===== config.mk =====
export PLATFORM = sky130hd
export DESIGN_NAME = instr_fetch_unit
export DESIGN_NICKNAME = d
export VERILOG_FILES = /design/src/rtl/fetch_pkg.sv /design/src/rtl/ir_hold_reg.sv /design/src/rtl/instr_fetch_unit.sv
export SDC_FILE = /design/constraint.sdc
export NUM_CORES = 1
export LEC_CHECK = 0
export CORE_MARGIN = 3
export CORE_UTILIZATION = 30
export DETAILED_ROUTE_END_ITERATION = 12
export PLACE_DENSITY = 0.64
export SYNTH_ARGS = -nofsm -noshare
export SYNTH_HDL_FRONTEND = slang
export SYNTH_SLANG_ARGS = --single-unit

===== constraint.sdc =====
create_clock -name clk -period 10.6 [get_ports clk]
set_input_delay 3.18 -clock clk [delete_from_list [all_inputs] [get_ports clk]]
set_output_delay 3.18 -clock clk [all_outputs]
set_load 0.03 [all_outputs]

===== src/rtl/fetch_pkg.sv =====
// Shared types and constants for the instruction fetch stage.
package fetch_pkg;

    localparam int INSN_W = 32;
    localparam int XLEN   = 64;

    localparam logic [XLEN-1:0]   PC_STEP    = 64'd4;
    localparam logic [XLEN-1:0]   ALIGN_MASK = ~64'd3;
    localparam logic [INSN_W-1:0] OPC_NOP    = 32'h0000_0013;

    typedef enum logic [1:0] {
        S_REQ   = 2'd0,
        S_HOLD  = 2'd1,
        S_FAULT = 2'd2
    } fetch_state_e;

endpackage


===== src/rtl/ir_hold_reg.sv =====
// Instruction register: the fetched word, its PC and the valid flag presented to decode.
module ir_hold_reg
    import fetch_pkg::*;
#(
    parameter logic [INSN_W-1:0] NOP_INSN = OPC_NOP
) (
    input  logic              clk,
    input  logic              reset,
    input  logic              load,
    input  logic              clear,
    input  logic              consume,
    input  logic [INSN_W-1:0] load_insn,
    input  logic [XLEN-1:0]   load_pc,
    output logic              ir_valid,
    output logic [INSN_W-1:0] ir_out,
    output logic [XLEN-1:0]   ir_pc
);

    logic              valid_reg;
    logic [INSN_W-1:0] insn_reg;
    logic [XLEN-1:0]   pc_reg;

    // A flush and a consume both just drop valid; the word stays for debug visibility.
    always_ff @(posedge clk or posedge reset) begin
        if (reset) begin
            valid_reg <= 1'b0;
            insn_reg  <= NOP_INSN;
            pc_reg    <= '0;
        end else if (load) begin
            valid_reg <= 1'b1;
            insn_reg  <= load_insn;
            pc_reg    <= load_pc;
        end else if (clear || consume) begin
            valid_reg <= 1'b0;
        end
    end

    assign ir_valid = valid_reg;
    assign ir_out   = insn_reg;
    assign ir_pc    = pc_reg;

endmodule


===== src/rtl/instr_fetch_unit.sv =====
// Fetch stage: PC, single-outstanding imem request FSM, redirect handling, IR to decode.
// Optional misaligned-redirect trap is built when MISALIGN_TRAP_EN is defined.
module instr_fetch_unit
    import fetch_pkg::*;
#(
    parameter logic [XLEN-1:0]   RESET_PC = 64'h0000_0000_0000_0000,
    parameter logic [INSN_W-1:0] NOP_INSN = OPC_NOP
) (
    input  logic              clk,
    input  logic              reset,
    output logic              imem_req,
    output logic [XLEN-1:0]   imem_addr,
    input  logic              imem_ack,
    input  logic [INSN_W-1:0] imem_rdata,
    output logic              ir_valid,
    input  logic              ir_ready,
    output logic [INSN_W-1:0] ir_out,
    output logic [XLEN-1:0]   ir_pc,
    input  logic              redirect_valid,
    input  logic [XLEN-1:0]   redirect_pc,
    output logic              fetch_fault
);

    fetch_state_e    state_reg, state_next;
    logic [XLEN-1:0] pc_reg, pc_next;
    logic            redir_pend_reg, redir_pend_next;
    logic [XLEN-1:0] redir_tgt_reg, redir_tgt_next;
    logic            req_int;
    logic            ir_load, ir_clear, ir_consume;
    logic [XLEN-1:0] sel_tgt;
    logic [XLEN-1:0] target_pc;

    // A redirect arriving this cycle beats one latched earlier.
    assign sel_tgt = redirect_valid ? redirect_pc : redir_tgt_reg;

`ifdef MISALIGN_TRAP_EN
    logic fault_reg, fault_next;
    logic tgt_misaligned;

    assign target_pc      = sel_tgt;
    assign tgt_misaligned = (sel_tgt[1:0] != 2'b00);
    assign fetch_fault    = fault_reg;
`else
    assign target_pc   = sel_tgt & ALIGN_MASK;
    assign fetch_fault = 1'b0;
`endif

    always_ff @(posedge clk or posedge reset) begin
        if (reset) begin
            state_reg      <= S_REQ;
            pc_reg         <= RESET_PC;
            redir_pend_reg <= 1'b0;
            redir_tgt_reg  <= '0;
`ifdef MISALIGN_TRAP_EN
            fault_reg      <= 1'b0;
`endif
        end else begin
            state_reg      <= state_next;
            pc_reg         <= pc_next;
            redir_pend_reg <= redir_pend_next;
            redir_tgt_reg  <= redir_tgt_next;
`ifdef MISALIGN_TRAP_EN
            fault_reg      <= fault_next;
`endif
        end
    end

    always_comb begin
        state_next      = state_reg;
        pc_next         = pc_reg;
        redir_pend_next = redir_pend_reg;
        redir_tgt_next  = redir_tgt_reg;
        req_int         = 1'b0;
        ir_load         = 1'b0;
        ir_clear        = 1'b0;
        ir_consume      = 1'b0;
`ifdef MISALIGN_TRAP_EN
        fault_next      = fault_reg;
`endif
        case (state_reg)
            S_REQ: begin
                req_int = 1'b1;
                if (imem_ack) begin
                    if (redirect_valid || redir_pend_reg) begin
                        // Returned word belongs to the abandoned path; drop it.
                        redir_pend_next = 1'b0;
                        pc_next         = target_pc;
`ifdef MISALIGN_TRAP_EN
                        if (tgt_misaligned) begin
                            state_next = S_FAULT;
                            fault_next = 1'b1;
                        end
`endif
                    end else begin
                        ir_load    = 1'b1;
                        pc_next    = pc_reg + PC_STEP;
                        state_next = S_HOLD;
                    end
                end else if (redirect_valid) begin
                    redir_pend_next = 1'b1;
                    redir_tgt_next  = redirect_pc;
                end
            end
            S_HOLD: begin
                if (redirect_valid) begin
                    ir_clear   = 1'b1;
                    pc_next    = target_pc;
                    state_next = S_REQ;
`ifdef MISALIGN_TRAP_EN
                    if (tgt_misaligned) begin
                        state_next = S_FAULT;
                        fault_next = 1'b1;
                    end
`endif
                end else if (ir_ready) begin
                    ir_consume = 1'b1;
                    state_next = S_REQ;
                end
            end
            S_FAULT: begin
`ifdef MISALIGN_TRAP_EN
                if (redirect_valid && !tgt_misaligned) begin
                    pc_next    = target_pc;
                    fault_next = 1'b0;
                    state_next = S_REQ;
                end
`else
                state_next = S_REQ;
`endif
            end
            default: state_next = S_REQ;
        endcase
    end

    // Request drops immediately on reset even though the state reads S_REQ.
    assign imem_req  = req_int & ~reset;
    assign imem_addr = pc_reg;

    ir_hold_reg #(
        .NOP_INSN (NOP_INSN)
    ) u_ir_hold (
        .clk       (clk),
        .reset     (reset),
        .load      (ir_load),
        .clear     (ir_clear),
        .consume   (ir_consume),
        .load_insn (imem_rdata),
        .load_pc   (pc_reg),
        .ir_valid  (ir_valid),
        .ir_out    (ir_out),
        .ir_pc     (ir_pc)
    );

endmodule

==> flow_metrics.env <==
export IMPL_run_status="finished, final reports clean"
export IMPL_rrSetupSlack_ns=7.53
export IMPL_routedWlPerCell_um=19.7
export IMPL_crit_path_cell_trace="clkdlybuf4s50_1 > nor2_1 > clkdlybuf4s50_1"
export IMPL_p_sw_mw=1.42
export IMPL_skew_ns=0.0397
export IMPL_dp_cells=1831
export IMPL_antenna_found_initial=0
export IMPL_fin_crit_sh_pct=72.5
export IMPL_grt_pass1_vias=9339
export IMPL_avgSynthCellArea_um2=9.21
export IMPL_wl_met2_um=16000
export IMPL_crit_arrival_ns=4.51
export IMPL_placementRows=69
export IMPL_synth_cell_types=65
export IMPL_sequentialPowerShare_pct=36.4
export IMPL_p_int_mw=2.23
export IMPL_clockBufferDepth=3
export IMPL_drcViolationCount=0
export IMPL_grt_max_degree=152
export IMPL_syn_area_um2=10900
export IMPL_wl_um=37100
export IMPL_cts_root_buf="clkbuf_16"
export IMPL_tightest_slew_ns=1.11
export IMPL_ys_seq_area_share_pct=50.8
export IMPL_start_util_pct=30.6
export IMPL_critPathLaunchType="input port"
export IMPL_fmax_mhz=130
export IMPL_whs_ns=0.459
export IMPL_grt_pass1_wl_um=56700
export IMPL_setup_viol_count_final=0
export IMPL_ys_ff_latch=221
export IMPL_drtPass1Iterations=6
export IMPL_max_slew_margin_rel_pct=26.1
export IMPL_io_pins=264
export IMPL_final_net_count=1501
export IMPL_fin_util_pct=41.4
export IMPL_clk_pin_slew_ns=0.06
export IMPL_hold_path_class="reg -> reg"
export IMPL_vias_per_cell=5.20
export IMPL_synth_edf_count=0
export IMPL_drt_iter0_markers=994
export IMPL_powerDensity_nw_per_um2=247
export IMPL_most_common_layout_cells="nand2_1, clkdlybuf4s50_1, dfrtp_1"
export IMPL_synthCells=1183
export IMPL_gr_total_overflow=0
export IMPL_swShare_pct=38.9
export IMPL_cp_slowest_stage_delay_ns=0.68
export IMPL_fp_dieH_um=197
export IMPL_crit_required_ns=7.42
export IMPL_maxCapViolCount=0
export IMPL_cp_common_cell="clkdlybuf4s50_1"
export IMPL_cts_setup_buffers=0
export IMPL_port_buffers=256
export IMPL_fin_cells=1881
export IMPL_finalCriticalPeriod_ns=7.69
export IMPL_crit_type="in -> out"
export IMPL_power_frac_clock_pct=26.9
export IMPL_vias=9778
export IMPL_n_antenna_cell=0
export IMPL_dpl_hpwl_um=25900
export IMPL_ir_worst_vdd_mv=0.124
export IMPL_setup_worst_path_end_class="output pin"
export IMPL_route_met3_wl_um=3090
export IMPL_core_region_area_um2=35700
export IMPL_yosysTopAreaCell="dfrtp_1"
export IMPL_synth_top_area_share_pct=50.1
export IMPL_place_gp_congestion=0.902
export IMPL_die_area_um2=38600
export IMPL_synthFlopType="dfrtp_1"
export IMPL_synthTopCellsByArea="dfrtp_1, nand2_1, mux2_2, mux2i_1, o21ai_0"
export IMPL_crit_slowest_cell="clkdlybuf4s50_1"
export IMPL_hold_viol=0
export IMPL_drt_met1_wl_um=17200
export IMPL_final_common_cell="nand2_1"
export IMPL_rsz0062_at_grt="no"
export IMPL_numCtsBuffers=27
export IMPL_antenna_left=0
export IMPL_highest_layer="met4"
export IMPL_gr_usage_all_layers_pct=18.5
export IMPL_area_delta_synth_final_pct=35.6
export IMPL_layout_drive_gt1_share_pct=9.37
export IMPL_cp_max_fo=2
export IMPL_cts_tree="done"
export IMPL_final_max_slew_viol_count=0
export IMPL_cts_resized_gates=0
export IMPL_synthArstFlopShare_pct=100
export IMPL_fp_dieW_um=197
export IMPL_synth_warnings=0
export IMPL_leakagePower_nw=6.29
export IMPL_cts_hold_buf=0
export IMPL_ctsHtreeMaxLevel=1
export IMPL_setup_tns_final_ns=0
export IMPL_cts_sinks=221
export IMPL_clk_insertion_delay_late_ns=0.57
export IMPL_comb_power_share_pct=36.8
[through the flow]
| stage | total power [mW] | instance area, µm² | setup slack (ns) |
|---|---|---|---|
| after detailed placement | 2.69 | 13800 | 2.91 |
| final | 3.65 | 14800 | 2.91 |
| after CTS | 3.68 | 14800 | 2.90 |
| after floorplan | 2.04 | 10900 | 1.38 |
| after global placement | 2.66 | 13800 | 2.90 |
| after global routing | 3.83 | 14800 | 2.86 |
[layout make-up]
class | count | area [µm²]
Clock buffer | 39 | 771
Clock inverter | 11 | 173
Fill cell | 3477 | 20900
Inverter | 8 | 37.5
Multi-Input combinational cell | 872 | 5030
Sequential cell | 221 | 5530
Tap cell | 461 | 577
Timing Repair Buffer | 269 | 2660
[critical path: cells and delay by family]
| family | cells | cell delay (ns) |
|---|---|---|
| and+or+nand+nor | 1 | 0.13 |
| buffers and inverters | 2 | 1.19 |
[logic make-up after synthesis]
logic type | share of synthesized area (%)
AOI/OAI and AO/OA | 11.6
adders and majority gates | 0.115
buffers and inverters | 3.55
DFF | 50.8
muxes | 9.66
other | 0.0344
and+or+nand+nor | 24.3
[cells in the mapped netlist, types with 13 or more instances]
master    instances
nor2_1           53
o21ai_0          57
nand3_1          26
nand2_1         341
dfrtp_1         218
nor4_1           15
a211oi_1         27
and3_1           13
mux2_2           57
and4_1           20
nand4_1          30
nor3_1           25
clkbuf_1         67
a21oi_1          44
mux2i_1          41
[power groups by stage]
stage | clock [mW] | sequential, mW | combinational [mW]
after CTS | 0.999 | 1.33 | 1.35
after global placement | 0 | 1.33 | 1.34
final | 0.980 | 1.33 | 1.34
after floorplan | 0 | 1.64 | 0.404
after global routing | 1.04 | 1.37 | 1.43
after detailed placement | 0 | 1.34 | 1.35
[routing by layer]
| layer | vias up | track usage [%] |
|---|---|---|
| met3 | 52 | 3.88 |
| met1 | 4677 | 27.4 |
| met5 | - | 0 |
| li1 | 4611 | - |
| met2 | 438 | 27.7 |
| met4 | 0 | 4.30 |
[path summary, 6_finish.rpt]
kind / start / end / cells past startpoint
worst max-delay path: reset / imem_req / 3
worst min-delay path: u_ir_hold.ir_out[1] / u_ir_hold.ir_out[1] / 2
worst max register to register: imem_addr[26] / imem_addr[42] / 5
worst min register to register: u_ir_hold.ir_out[1] / u_ir_hold.ir_out[1] / 2
max in group asynchronous: reset / u_ir_hold.ir_out[28] / 3
min in group asynchronous: reset / redir_tgt_reg[44] / 2
No activity file was read; power rests on OpenSTA's default activity.
